<file path="src/rtl/fpu.sv">
// -----------------------------------------------------------------------------
// fpu -- multi-cycle adder for a custom 32-bit floating-point format.
//
// Number format (both operands and the result):
//   [31]    sign
//   [30:25] exponent E, bias 31; E == 0 is flushed to zero whatever M holds
//   [24:0]  mantissa M; value = (-1)^s * 1.M * 2^(E-31)
//
// The block runs a free-running FSM: IDLE -> ALIGN -> ADD -> NORM -> ROUND ->
// DONE -> IDLE. Operands are captured only in IDLE. The result and its status
// are loaded together in DONE and held until the next DONE.
//
// Ports:
//   clock100KHz  in   1   sole clock, rising edge
//   reset        in   1   synchronous, active-high; aborts any operation
//   op_A_in      in  32   operand A
//   op_B_in      in  32   operand B
//   data_out     out 32   registered sum A+B
//   status_out   out  4   one-hot: [0] EXACT [1] OVERFLOW [2] UNDERFLOW [3] INEXACT
//
// Configuration macro:
//   FPU_ROUND_EN  defined   -> ROUND applies round-to-nearest, ties-to-even
//                 undefined -> ROUND truncates; INEXACT still reports lost bits
// -----------------------------------------------------------------------------
module fpu (
  input  logic        clock100KHz,
  input  logic        reset,
  input  logic [31:0] op_A_in,
  input  logic [31:0] op_B_in,
  output logic [31:0] data_out,
  output logic [3:0]  status_out
);

  typedef enum logic [2:0] {
    IDLE  = 3'd0,
    ALIGN = 3'd1,
    ADD   = 3'd2,
    NORM  = 3'd3,
    ROUND = 3'd4,
    DONE  = 3'd5
  } state_t;

  state_t state_reg, state_next;

  // Working significand layout (30 bits):
  //   [29] carry out of the add, [28] hidden bit, [27:3] fraction,
  //   [2] guard, [1] round, [0] sticky.
  // Keeping a round bit lets a single post-subtraction left shift still leave
  // a correct guard bit; rounding folds round and sticky together.
  logic [31:0] op_word [2];
  logic        op_sign [2];
  logic [5:0]  op_exp  [2];
  logic [29:0] op_mant [2];

  assign op_word[0] = op_A_in;
  assign op_word[1] = op_B_in;

  generate
    for (genvar gi = 0; gi < 2; gi++) begin : g_unpack
      assign op_sign[gi] = op_word[gi][31];
      assign op_exp[gi]  = op_word[gi][30:25];
      // Flush-to-zero: a zero exponent yields a zero significand.
      assign op_mant[gi] = (op_exp[gi] == 6'd0) ? 30'd0
                                                : {2'b01, op_word[gi][24:0], 3'b000};
    end
  endgenerate

  // The larger-exponent operand always goes to the "big" slot so that only the
  // small slot ever needs shifting.
  logic a_is_big;
  assign a_is_big = (op_exp[0] >= op_exp[1]);

  logic               big_sign_reg, small_sign_reg, res_sign_reg;
  logic [29:0]        big_m_reg, small_m_reg, m_reg;
  logic signed [7:0]  exp_reg;
  logic [5:0]         diff_reg;
  logic [31:0]        result_reg;
  logic [3:0]         rstat_reg;

  // One-bit right shift that folds everything leaving the bottom into sticky.
  logic [29:0] small_shifted;
  assign small_shifted = {1'b0, small_m_reg[29:2], small_m_reg[1] | small_m_reg[0]};

  // Magnitude add / subtract; sign follows the larger magnitude, exact
  // cancellation is forced positive.
  logic [29:0] add_sum;
  logic        add_sign;

  always_comb begin
    add_sum  = 30'd0;
    add_sign = 1'b0;
    if (big_sign_reg == small_sign_reg) begin
      add_sum  = big_m_reg + small_m_reg;
      add_sign = big_sign_reg;
    end else if (big_m_reg >= small_m_reg) begin
      add_sum  = big_m_reg - small_m_reg;
      add_sign = (big_m_reg == small_m_reg) ? 1'b0 : big_sign_reg;
    end else begin
      add_sum  = small_m_reg - big_m_reg;
      add_sign = small_sign_reg;
    end
  end

  logic norm_done;
  assign norm_done = m_reg[29] | m_reg[28] | (m_reg == 30'd0);

  // Rounding and final classification of the normalised significand.
  logic              guard_bit, sticky_bit, inexact, round_up;
  logic [25:0]       frac_inc;
  logic [24:0]       mant_fin;
  logic signed [7:0] exp_fin;
  logic [31:0]       result_next;
  logic [3:0]        rstat_next;

  always_comb begin
    guard_bit  = m_reg[2];
    sticky_bit = m_reg[1] | m_reg[0];
    inexact    = guard_bit | sticky_bit;
`ifdef FPU_ROUND_EN
    round_up   = guard_bit & (sticky_bit | m_reg[3]);
`else
    round_up   = 1'b0;
`endif
    // A carry out of the fraction means 1.111..1 rounded up to 10.000..0:
    // renormalise by bumping the exponent with a zero fraction.
    frac_inc   = {1'b0, m_reg[27:3]} + {25'd0, round_up};
    mant_fin   = frac_inc[25] ? 25'd0 : frac_inc[24:0];
    exp_fin    = exp_reg + (frac_inc[25] ? 8'sd1 : 8'sd0);

    result_next = 32'd0;
    rstat_next  = 4'b0001;
    if (m_reg == 30'd0) begin
      result_next = 32'd0;
      rstat_next  = 4'b0001;
    end else if (exp_fin > 8'sd63) begin
      result_next = {res_sign_reg, 6'd63, 25'd0};
      rstat_next  = 4'b0010;
    end else if (exp_fin < 8'sd1) begin
      result_next = 32'd0;
      rstat_next  = 4'b0100;
    end else begin
      result_next = {res_sign_reg, exp_fin[5:0], mant_fin};
      rstat_next  = inexact ? 4'b1000 : 4'b0001;
    end
  end

  // Next-state logic.
  always_comb begin
    state_next = state_reg;
    case (state_reg)
      IDLE:  state_next = ALIGN;
      // Differences above 27 push every significand bit past the round bit,
      // so the small operand collapses to sticky in a single step.
      ALIGN: if (diff_reg == 6'd0 || diff_reg > 6'd27) state_next = ADD;
      ADD:   state_next = NORM;
      NORM:  if (norm_done) state_next = ROUND;
      ROUND: state_next = DONE;
      DONE:  state_next = IDLE;
      default: state_next = IDLE;
    endcase
  end

  always_ff @(posedge clock100KHz) begin
    if (reset) begin
      state_reg      <= IDLE;
      data_out       <= 32'd0;
      status_out     <= 4'b0000;
      big_sign_reg   <= 1'b0;
      small_sign_reg <= 1'b0;
      res_sign_reg   <= 1'b0;
      big_m_reg      <= 30'd0;
      small_m_reg    <= 30'd0;
      m_reg          <= 30'd0;
      exp_reg        <= 8'sd0;
      diff_reg       <= 6'd0;
      result_reg     <= 32'd0;
      rstat_reg      <= 4'b0000;
    end else begin
      state_reg <= state_next;
      case (state_reg)
        IDLE: begin
          if (a_is_big) begin
            big_sign_reg   <= op_sign[0];
            big_m_reg      <= op_mant[0];
            small_sign_reg <= op_sign[1];
            small_m_reg    <= op_mant[1];
            exp_reg        <= $signed({2'b00, op_exp[0]});
            diff_reg       <= op_exp[0] - op_exp[1];
          end else begin
            big_sign_reg   <= op_sign[1];
            big_m_reg      <= op_mant[1];
            small_sign_reg <= op_sign[0];
            small_m_reg    <= op_mant[0];
            exp_reg        <= $signed({2'b00, op_exp[1]});
            diff_reg       <= op_exp[1] - op_exp[0];
          end
        end
        ALIGN: begin
          if (diff_reg > 6'd27) begin
            small_m_reg <= {29'd0, |small_m_reg};
          end else if (diff_reg != 6'd0) begin
            small_m_reg <= small_shifted;
            diff_reg    <= diff_reg - 6'd1;
          end
        end
        ADD: begin
          m_reg        <= add_sum;
          res_sign_reg <= add_sign;
        end
        NORM: begin
          if (m_reg[29]) begin
            m_reg   <= {1'b0, m_reg[29:2], m_reg[1] | m_reg[0]};
            exp_reg <= exp_reg + 8'sd1;
          end else if (!m_reg[28] && m_reg != 30'd0) begin
            m_reg   <= {m_reg[28:0], 1'b0};
            exp_reg <= exp_reg - 8'sd1;
          end
        end
        ROUND: begin
          result_reg <= result_next;
          rstat_reg  <= rstat_next;
        end
        DONE: begin
          data_out   <= result_reg;
          status_out <= rstat_reg;
        end
        default: ;
      endcase
    end
  end

endmodule

</file>
<file path="config.mk">
export PLATFORM = sky130hd
export DESIGN_NAME = fpu
export DESIGN_NICKNAME = d
export VERILOG_FILES = /design/src/rtl/fpu.sv
export SDC_FILE = /design/constraint.sdc
export NUM_CORES = 1
export LEC_CHECK = 0
export ABC_AREA = 1
export CAP_MARGIN = 20
export CORE_ASPECT_RATIO = 1.25
export CORE_MARGIN = 8
export CORE_UTILIZATION = 40
export DETAILED_ROUTE_END_ITERATION = 8
export PLACE_DENSITY = 0.64
export SETUP_SLACK_MARGIN = 0.15
export SLEW_MARGIN = 15
export SYNTH_ARGS = -nofsm -noshare
export SYNTH_HDL_FRONTEND = slang
export SYNTH_SLANG_ARGS = --single-unit
</file>
<file path="constraint.sdc">
create_clock -name clock100KHz -period 3.8 [get_ports clock100KHz]
set_input_delay 0.76 -clock clock100KHz [delete_from_list [all_inputs] [get_ports clock100KHz]]
set_output_delay 0.76 -clock clock100KHz [all_outputs]
set_load 0.02 [all_outputs]
</file>
==> flow_summary.json, run 1 <==
{
  "status": "completed",
  "finalSetupTns_ps": 0,
  "cap_violations": 0,
  "setup_viol": 0,
  "path_cells": "inv_1, ha_1, nand2_4, inv_2, nand2_1, nand2_1, nand2_1, nand2_2, inv_1, nand2_1, a21oi_4, buf_4, nand3_1, nand4_1, nand3_1, a21oi_1",
  "portBuffers": 101,
  "wl_per_cell_um": 18.1,
  "antenna_found_initial": 0,
  "synthDominantCellAreaShare": 0.234,
  "clock-sinks": 177,
  "rsz0062_at_grt": "false",
  "post_cts_buffers": 0,
  "core_mm2": 0.0374,
  "ys.flop_type": "dfxtp_1",
  "drt_iter0_markers": 1259,
  "grt-busiest-layer": "met2",
  "pin_count": 102,
  "switching_share": 0.595,
  "p_comb_frac": 0.715,
  "grt_overflow": 0,
  "cts_hold_buf": 0,
  "worst_pin_slew_ps": 1030,
  "p_int_mw": 6.91,
  "cts_buffers": 17,
  "slew_headroom": 0.311,
  "yosys-top-cells-area": "dfxtp_1 23%, nand2_1 16%, a21oi_1 8.6%",
  "diodes": 0,
  "fin_hold_ws_ps": 461,
  "required_ps": 4180,
  "dpl.hpwl_mm": 42.9,
  "vias_per_cell": 5.44,
  "die_y_um": 234,
  "nFillCells": 4064,
  "ys_ff_latch": 177,
  "r2r-end": "m_reg[25]$_SDFFE_PP0P_",
  "start_util": 0.406,
  "critPathMaxStageDelay_ps": 480,
  "root_buffer": "clkbuf_16",
  "grt_use_met2": 0.428,
  "path_clk_slew_ps": 70,
  "synth_area_per_cell_um2": 6.12,
  "track_usage": 0.239,
  "powerDensity_mw_per_mm2": 1010,
  "finalCritPeriodShare": 0.828,
  "ff2ff_setup_slack_ps": 660,
  "rows": 79,
  "clkLatencyLatePin_ps": 450,
  "grt_pass1_vias": 15537,
  "cp_common_cell": "nand2_1",
  "grt_pass1_wl_mm": 84.3,
  "start_kind": "flip-flop",
  "synthArstFlopShare": 0,
  "yosysSeqAreaShare": 0.234,
  "hp-class": "flip-flop to flip-flop",
  "finalWeightedCongestion": 1.08,
  "r2r_cells": 16,
  "syn_to_final_growth_pct": 11.7,
  "dieArea_mm2": 0.0444,
  "synth_edf_count": 0,
  "worst_setup_path_end_kind": "flip-flop",
  "cp.depth": 16,
  "final_nets": 2677,
  "path_max_fanout": 11,
  "rr_startpoint": "big_m_reg[24]$_SDFFE_PP0P_",
  "hold_depth": 2,
  "crit_slowest_cell": "ha_1",
  "met3_usage": 0.0339,
  "cts_tree": "yes",
  "post-place-cells": 2975,
  "p_clk_frac": 0.104,
  "drive_gt1_frac": 0.0551,
  "seq_power_share": 0.180,
  "ant_nets": 0,
  "final_cells": 3008,
  "max_freq_ghz": 0.318,
  "vdd.ir_drop.worst_mv": 0.418,
  "p_total_mw": 17.1,
  "cp-startpoint": "big_m_reg[24]$_SDFFE_PP0P_",
  "yosysWarnings": 0,
  "use_met1": 0.267,
  "die_w_um": 190,
  "crit_end": "m_reg[25]$_SDFFE_PP0P_",
  "ys_types": 55,
  "p_sw_mw": 10.2,
  "syn-cell-area_mm2": 0.0152,
  "critPathKind": "flip-flop to flip-flop",
  "final-max-slew-violation-count": 0,
  "vias": 16362,
  "finalHoldViolCount": 0,
  "synthCells": 2479,
  "cp.arrival_ps": 3520,
  "drc": 0,
  "cts-resized-gates": 0,
  "clock-skew-final_ps": 9.05,
  "crit_buf_inv": 4,
  "wirelength_mm": 54.5,
  "period_needed_ps": 3140,
  "synth_top_area_cell": "dfxtp_1",
  "cts_buffer_depth": 2,
  "grt_max_degree": 110,
  "first_pass_iters": 8,
  "p_leak_nw": 8.06,
  "syn-num-nets": 2647,
  "crit_family": "simple AND/OR/NAND/NOR gates",
  "htreeDepth": 4
}
[power groups by stage]
stage	clock (mW)	combinational [mW]	sequential, mW
2_1_floorplan	0	8.78	2.79
3_3_place_gp	0	11.8	3.09
3_5_place_dp	0	11.9	3.09
4_1_cts	1.82	12.0	3.06
5_1_grt	1.89	13.4	3.13
6_report	1.78	12.2	3.08
[how the worst min path moves through the flow]
stage,from,slack [ps],to
final,data_out[21]$_SDFFE_PP0N_,460,data_out[21]$_SDFFE_PP0N_
after global routing,data_out[3]$_SDFFE_PP0N_,490,data_out[3]$_SDFFE_PP0N_
after CTS,status_out[0]$_SDFFE_PP0N_,460,status_out[0]$_SDFFE_PP0N_
after detailed placement,status_out[0]$_SDFFE_PP0N_,460,status_out[0]$_SDFFE_PP0N_
after global placement,status_out[3]$_SDFFE_PP0N_,450,status_out[3]$_SDFFE_PP0N_
after floorplan,diff_reg[5]$_SDFFE_PP0P_,440,diff_reg[5]$_SDFFE_PP0P_
[layer usage]
layer / routed length (um) / part of all wire
met4: 3270 / 0.060
met2: 27000 / 0.50
met1: 21400 / 0.39
met3: 2800 / 0.051
met5: 0 / 0
[cells in the mapped netlist (7+ instances only)]
master and n:
a21oi_1 262, a22oi_1 26, a31oi_1 7, buf_2 15, buf_4 10, buf_6 23, clkbuf_1 61, dfxtp_1 177
ha_1 98, inv_1 340, inv_2 17, nand2_1 627, nand2_2 13, nand2_4 9, nand3_1 185, nand4_1 41
nor2_1 195, nor2_2 9, nor2_4 7, nor3_1 13, nor4_1 7, o211ai_1 38, o21ai_0 177, o21ai_1 15
o21bai_1 10, xor2_1 31
[logic make-up (layout without fill, tap and decap cells)]
kind of cell / count (synthesis) / count (layout) / synth area share
compound gates: 564 / 564 / 0.206
simple gates: 1121 / 1121 / 0.319
flops: 177 / 177 / 0.234
fa+ha+maj: 102 / 102 / 0.0861
xor+xnor: 35 / 35 / 0.0202
buf+inv: 480 / 523 / 0.135
[cell usage in the layout, fill, tap and decap left out, drive strengths merged, types with 38 or more instances in the layout]
cell / count
a21oi: 267
nand3: 188
ha: 98
nor2: 211
inv: 362
o211ai: 38
nand2: 650
clkdlybuf4s50: 100
o21ai: 192
dfxtp: 177
nand4: 41
[tightest hold or removal path, cell delays in order, from the launching register on]
cell and delay, ps:
dfxtp_1 310, nand2_1 60, a21oi_1 50
[final cells by class]
type,instances,area [um^2],share of cell area
inverter,361,1360,0.0805
clock buffer,19,443,0.0261
tap,486,608,0.0359
sequential,177,3540,0.209
multi-input combinational,1822,9590,0.566
timing repair buffer,130,1240,0.0734
clock inverter,13,153,0.00901
[stage by stage]
| stage | util | setup slack, ps | cell area (um^2) |
|---|---|---|---|
| 4_1_cts | 0.453 | 719 | 16900 |
| 3_5_place_dp | 0.437 | 526 | 16300 |
| 2_1_floorplan | - | 1220 | 15200 |
| 5_1_grt | 0.454 | 497 | 16900 |
| 3_3_place_gp | 0.437 | 564 | 16300 |
| 6_report | 0.454 | 655 | 16900 |
(Power assumes the default switching activity.)
==> run 2: changes to the inputs <==
--- a/config.mk
+++ b/config.mk
@@ -11,7 +11,7 @@
 export CORE_MARGIN = 8
 export CORE_UTILIZATION = 40
 export DETAILED_ROUTE_END_ITERATION = 8
-export PLACE_DENSITY = 0.64
+export PLACE_DENSITY = 0.66
 export SETUP_SLACK_MARGIN = 0.15
 export SLEW_MARGIN = 15
 export SYNTH_ARGS = -nofsm -noshare
==> constraint.sdc (replaced) <==
create_clock -name clock100KHz -period 2.8 [get_ports clock100KHz]
set_input_delay 0.56 -clock clock100KHz [delete_from_list [all_inputs] [get_ports clock100KHz]]
set_output_delay 0.56 -clock clock100KHz [all_outputs]
set_load 0.02 [all_outputs]
==> run 2 against run 1 <==
Compared with the run above: via count rose by 4.9%; first-iteration DRC count rose by 9.2%; count of clock-buffer cells in the layout fell by 1; worst setup slack got worse by 420 ps; global-route usage rose by 0.72 points; sequential power rose by 31%; combinational power rose by 62%; worst hold slack got worse by 1.2 ps; critical path type unchanged; largest cell class unchanged.
==> flow_summary.json, run 2 (synthesis results as in run 1) <==
{
  "cts_buffer_depth": 2,
  "diodes": 0,
  "cts_hold_buf": 0,
  "ff_latch_area_mm2": 0.00356,
  "start_kind": "flip-flop",
  "final_cells": 3176,
  "cp.arrival_ps": 2900,
  "vias_per_cell": 5.40,
  "multi_input_area_mm2": 0.00975,
  "wl_per_cell_um": 17.9,
  "path_cells": "buf_4, inv_1, ha_1, inv_1, nand2_1, inv_1, nand2_1, nand2_1, nand2_2, a21oi_4, buf_4, nand2_8, buf_4, o211ai_1, nand2_1, nand2_1, a21oi_1",
  "ant_nets": 0,
  "status": "completed",
  "clock-sinks": 177,
  "root_buffer": "clkbuf_16",
  "die_y_um": 234,
  "hp-class": "flip-flop to flip-flop",
  "hold_depth": 2,
  "vdd.ir_drop.worst_mv": 0.616,
  "path_max_fanout": 12,
  "final_nets": 2845,
  "r2r_cells": 17,
  "rows": 79,
  "setup_viol": 0,
  "powerDensity_mw_per_mm2": 1430,
  "period_needed_ps": 2560,
  "track_usage": 0.246,
  "clkLatencyLatePin_ps": 450,
  "finalWorstSetupSlack_ps": 239,
  "cts_buffers": 17,
  "cp-startpoint": "small_m_reg[17]$_SDFFE_PP0P_",
  "grt_pass1_wl_mm": 87.1,
  "start_util": 0.406,
  "drt_iter0_markers": 1375,
  "drc": 0,
  "portBuffers": 101,
  "pin_count": 102,
  "finalWeightedCongestion": 1.02,
  "required_ps": 3130,
  "rr_startpoint": "small_m_reg[17]$_SDFFE_PP0P_",
  "critPathKind": "flip-flop to flip-flop",
  "drive_gt1_frac": 0.132,
  "dp_slack_ps": -144,
  "dieArea_mm2": 0.0444,
  "crit_family": "buffers and inverters",
  "post-place-cells": 3137,
  "finalCritPeriodShare": 0.915,
  "rsz0062_at_grt": "true",
  "max_freq_ghz": 0.390,
  "htreeDepth": 4,
  "holdPathEnd": "data_out[29]$_SDFFE_PP0N_",
  "grt_max_degree": 88,
  "syn_to_final_growth_pct": 21.9,
  "vias": 17158,
  "clock-skew-final_ps": 11.7,
  "min_from": "data_out[29]$_SDFFE_PP0N_",
  "final_common_cell": "nand2_1",
  "worst_setup_path_end_kind": "flip-flop",
  "p_total_mw": 26.4,
  "r2r-end": "m_reg[13]$_SDFFE_PP0P_",
  "wirelength_mm": 56.9,
  "dpl.hpwl_mm": 45.3,
  "crit_slowest_cell": "dfxtp_1",
  "first_pass_iters": 7,
  "slew_headroom": 0.352,
  "critPathMaxStageDelay_ps": 430,
  "cp_common_cell": "nand2_1",
  "cap_violations": 0,
  "core_mm2": 0.0374,
  "worst_pin_slew_ps": 970,
  "die_w_um": 190,
  "ff2ff_setup_slack_ps": 240,
  "final-max-slew-violation-count": 0,
  "crit_buf_inv": 6,
  "final_core_util": 0.495,
  "p_leak_nw": 8.94,
  "cts_tree": "yes",
  "grt_pass1_vias": 16388,
  "antenna_found_initial": 0,
  "path_clk_slew_ps": 70,
  "finalHoldViolCount": 0,
  "nFillCells": 3891,
  "final_cell_mix": "626 x nand2_1, 339 x inv_1, 257 x a21oi_1, 187 x buf_4, 185 x nor2_1",
  "grt_overflow": 0
}
==> run 2: cell count changes in the layout (fill, tap and decap cells not counted), sizes merged <==
cell and change:
inv +2, nand2 +1, buf +166, clkinv +3, clkinvlp -4
==> run 2: area by class of cell <==
type                       instances  share of cell area
clock buffer                      18              0.0238
multi-input combinational       1823               0.527
inverter                         361              0.0740
tap                              486              0.0329
timing repair buffer             297               0.140
clock inverter                    14             0.00914
sequential                       177               0.192
==> run 2: report_power, final <==
part | total [mW] | internal, mW | switching [mW] | leakage, nW
clock | 2.48 | 1.37 | 1.11 | 0.301
combinational | 19.8 | 7.18 | 12.7 | 7.19
sequential | 4.05 | 3.21 | 0.846 | 1.45
total | 26.4 | 11.8 | 14.6 | 8.94
==> run 2: through the flow <==
stage / hold slack, ps / cell area, um^2 / setup TNS, ps
CTS: 463 / 18300 / 0
floorplan: 441 / 15200 / 0
detailed placement: 454 / 17600 / -4370
global route: 479 / 18500 / 0
global placement: 448 / 17600 / -1250
finish: 460 / 18500 / 0
==> run 2: worst max path at each step <==
| stage | to | cells after the start |
|---|---|---|
| detailed placement | big_m_reg[22]$_SDFFE_PP0P_ | 12 |
| finish | m_reg[13]$_SDFFE_PP0P_ | 17 |
| global placement | big_m_reg[11]$_SDFFE_PP0P_ | 12 |
| floorplan | big_m_reg[12]$_SDFFE_PP0P_ | 11 |
| global route | m_reg[23]$_SDFFE_PP0P_ | 15 |
| CTS | m_reg[23]$_SDFFE_PP0P_ | 15 |
==> run 2: tightest hold or removal path: stages (launching register included) <==
cell     delay, ps
dfxtp_1        310
nand2_1         60
a21oi_1         50
==> run 2: what timing repair did <==
| action | 4_1_cts | 5_1_grt |
|---|---|---|
| setup buffers | 1 | 4 |
| endpoints found under the setup margin | 15 | 26 |
| pin swaps | 1 | 5 |
| gates cloned | 0 | 2 |
| resized for setup | 5 | 52 |
==> run 2: metal layers <==
| layer | up-vias | track usage | part of all wire |
|---|---|---|---|
| met1 | 7904 | 0.268 | 0.38 |
| met5 | - | 0 | 0 |
| met4 | 0 | 0.144 | 0.065 |
| met3 | 173 | 0.0316 | 0.055 |
| li1 | 8447 | - | - |
| met2 | 634 | 0.451 | 0.50 |
==> run 3: changes to the inputs <==
--- a/config.mk
+++ b/config.mk
@@ -12,6 +12,7 @@
 export CORE_UTILIZATION = 40
 export DETAILED_ROUTE_END_ITERATION = 8
 export PLACE_DENSITY = 0.66
+export RECOVER_POWER = 50
 export SETUP_SLACK_MARGIN = 0.15
 export SLEW_MARGIN = 15
 export SYNTH_ARGS = -nofsm -noshare
==> run 3 against run 2 <==
Compared with the run above: first-iteration DRC count down 2.8%; critical path depth decreased by 8; register-to-register slack about the same; maximum frequency shrank 0.27%; die area unchanged; via count shrank 0.37%; wire length is essentially flat; global-route usage unchanged; critical endpoint is now m_reg[25]$_SDFFE_PP0P_; largest power group unchanged; highest routed layer unchanged.
==> flow_summary.json, run 3 (synthesis results as in run 1) <==
{
  "status": "completed",
  "htreeDepth": 4,
  "diodes": 0,
  "path_max_fanout": 25,
  "cp-startpoint": "state_reg[1]$_SDFFE_PP0P_",
  "grt_pass1_vias": 16388,
  "clock-sinks": 177,
  "syn_to_final_growth_pct": 21.6,
  "final_cells": 3176,
  "drc": 0,
  "cts_buffers": 17,
  "powerDensity_mw_per_mm2": 1430,
  "required_ps": 3130,
  "cap_violations": 0,
  "portBuffers": 101,
  "worst_pin_slew_ps": 978,
  "wl_per_cell_um": 17.9,
  "dpl.hpwl_mm": 45.3,
  "path_clk_slew_ps": 70,
  "worst_setup_path_end_kind": "flip-flop",
  "die_w_um": 190,
  "cts_buffer_depth": 2,
  "finalHoldViolCount": 0,
  "antenna_found_initial": 0,
  "start_util": 0.406,
  "cts_tree": "yes",
  "max_freq_ghz": 0.389,
  "die_y_um": 234,
  "final_cell_mix": "627 x nand2_1, 341 x inv_1, 257 x a21oi_1, 190 x nor2_1, 184 x buf_4",
  "rows": 79,
  "vdd.ir_drop.worst_mv": 0.614,
  "grt_pass1_wl_mm": 87.1,
  "p_leak_nw": 9.07,
  "vias_per_cell": 5.38,
  "first_pass_iters": 6,
  "dp_slack_ps": -144,
  "dieArea_mm2": 0.0444,
  "period_needed_ps": 2570,
  "drt_iter0_markers": 1337,
  "drive_gt1_frac": 0.128,
  "p_total_mw": 26.3,
  "min_from": "data_out[29]$_SDFFE_PP0N_",
  "final_common_cell": "nand2_1",
  "track_usage": 0.246,
  "grt_overflow": 0,
  "multi_input_area_mm2": 0.00973,
  "critPathKind": "flip-flop to flip-flop",
  "final_nets": 2845,
  "wirelength_mm": 56.9,
  "clkLatencyLatePin_ps": 450,
  "grt_max_degree": 88,
  "root_buffer": "clkbuf_16",
  "cp.arrival_ps": 2900,
  "vias": 17095,
  "rr_startpoint": "state_reg[1]$_SDFFE_PP0P_",
  "final-max-slew-violation-count": 0,
  "clock-skew-final_ps": 11.3,
  "ant_nets": 0,
  "slew_headroom": 0.348,
  "core_mm2": 0.0374,
  "nFillCells": 3893,
  "finalWorstSetupSlack_ps": 232,
  "ff_latch_area_mm2": 0.00356,
  "finalCritPeriodShare": 0.917,
  "hp-class": "flip-flop to flip-flop",
  "rsz0062_at_grt": "true",
  "start_kind": "flip-flop",
  "pin_count": 102,
  "setup_viol": 0,
  "finalWeightedCongestion": 1.02,
  "finalSetupTns_ps": 0,
  "post-place-cells": 3137
}
[run 3: final timing paths]
kind / to / slack, ps / cells past startpoint
worst max register to register: m_reg[25]$_SDFFE_PP0P_ / 230 / 9
worst min register to register: data_out[29]$_SDFFE_PP0N_ / 460 / 2
worst min-delay path: data_out[29]$_SDFFE_PP0N_ / 460 / 2
worst max-delay path: m_reg[25]$_SDFFE_PP0P_ / 230 / 9
[run 3: power breakdown]
group	total, mW	switching, mW	internal [mW]	leakage (nW)
combinational	19.8	12.6	7.16	7.32
clock	2.48	1.11	1.37	0.301
sequential	4.05	0.839	3.21	1.45
total	26.3	14.6	11.7	9.07
[run 3: cell type report]
cell class	count	share of cell area
clock buffers	18	0.0238
clock inverters	14	0.00916
inverters	361	0.0739
multi-input cells	1823	0.527
flip-flops and latches	177	0.193
well taps	486	0.0330
repair buffers	297	0.140
[run 3: per-stage QoR]
stage | area, um^2 | hold WS [ps] | utilization
after floorplan | 15200 | 441 | -
after global placement | 17600 | 448 | 0.472
after detailed placement | 17600 | 454 | 0.472
after CTS | 18300 | 463 | 0.489
after global routing | 18400 | 476 | 0.494
final | 18400 | 457 | 0.494
[run 3: routing by layer]
layer	up-vias	wire, um	global-route usage
li1	8446	-	-
met1	7889	21800	0.268
met2	595	28600	0.451
met3	165	2880	0.0316
met4	0	3630	0.144
met5	-	0	0
[run 3: timing repair]
item                       4_1_cts  5_1_grt
pin swaps                        1        5
hold buffers                     0        0
setup buffers                    1        4
setup endpoints to repair       15       26
gates resized for setup          5       52
cloned                           0        2
[run 3: worst max-delay path, cell delays in order, from the launching register on]
cell	delay, ps
dfxtp_1	460
nand2_1	140
nor2_2	330
inv_2	240
nor2_1	290
inv_2	180
nand3_4	180
clkinv_2	320
nor2_1	220
a21oi_1	80
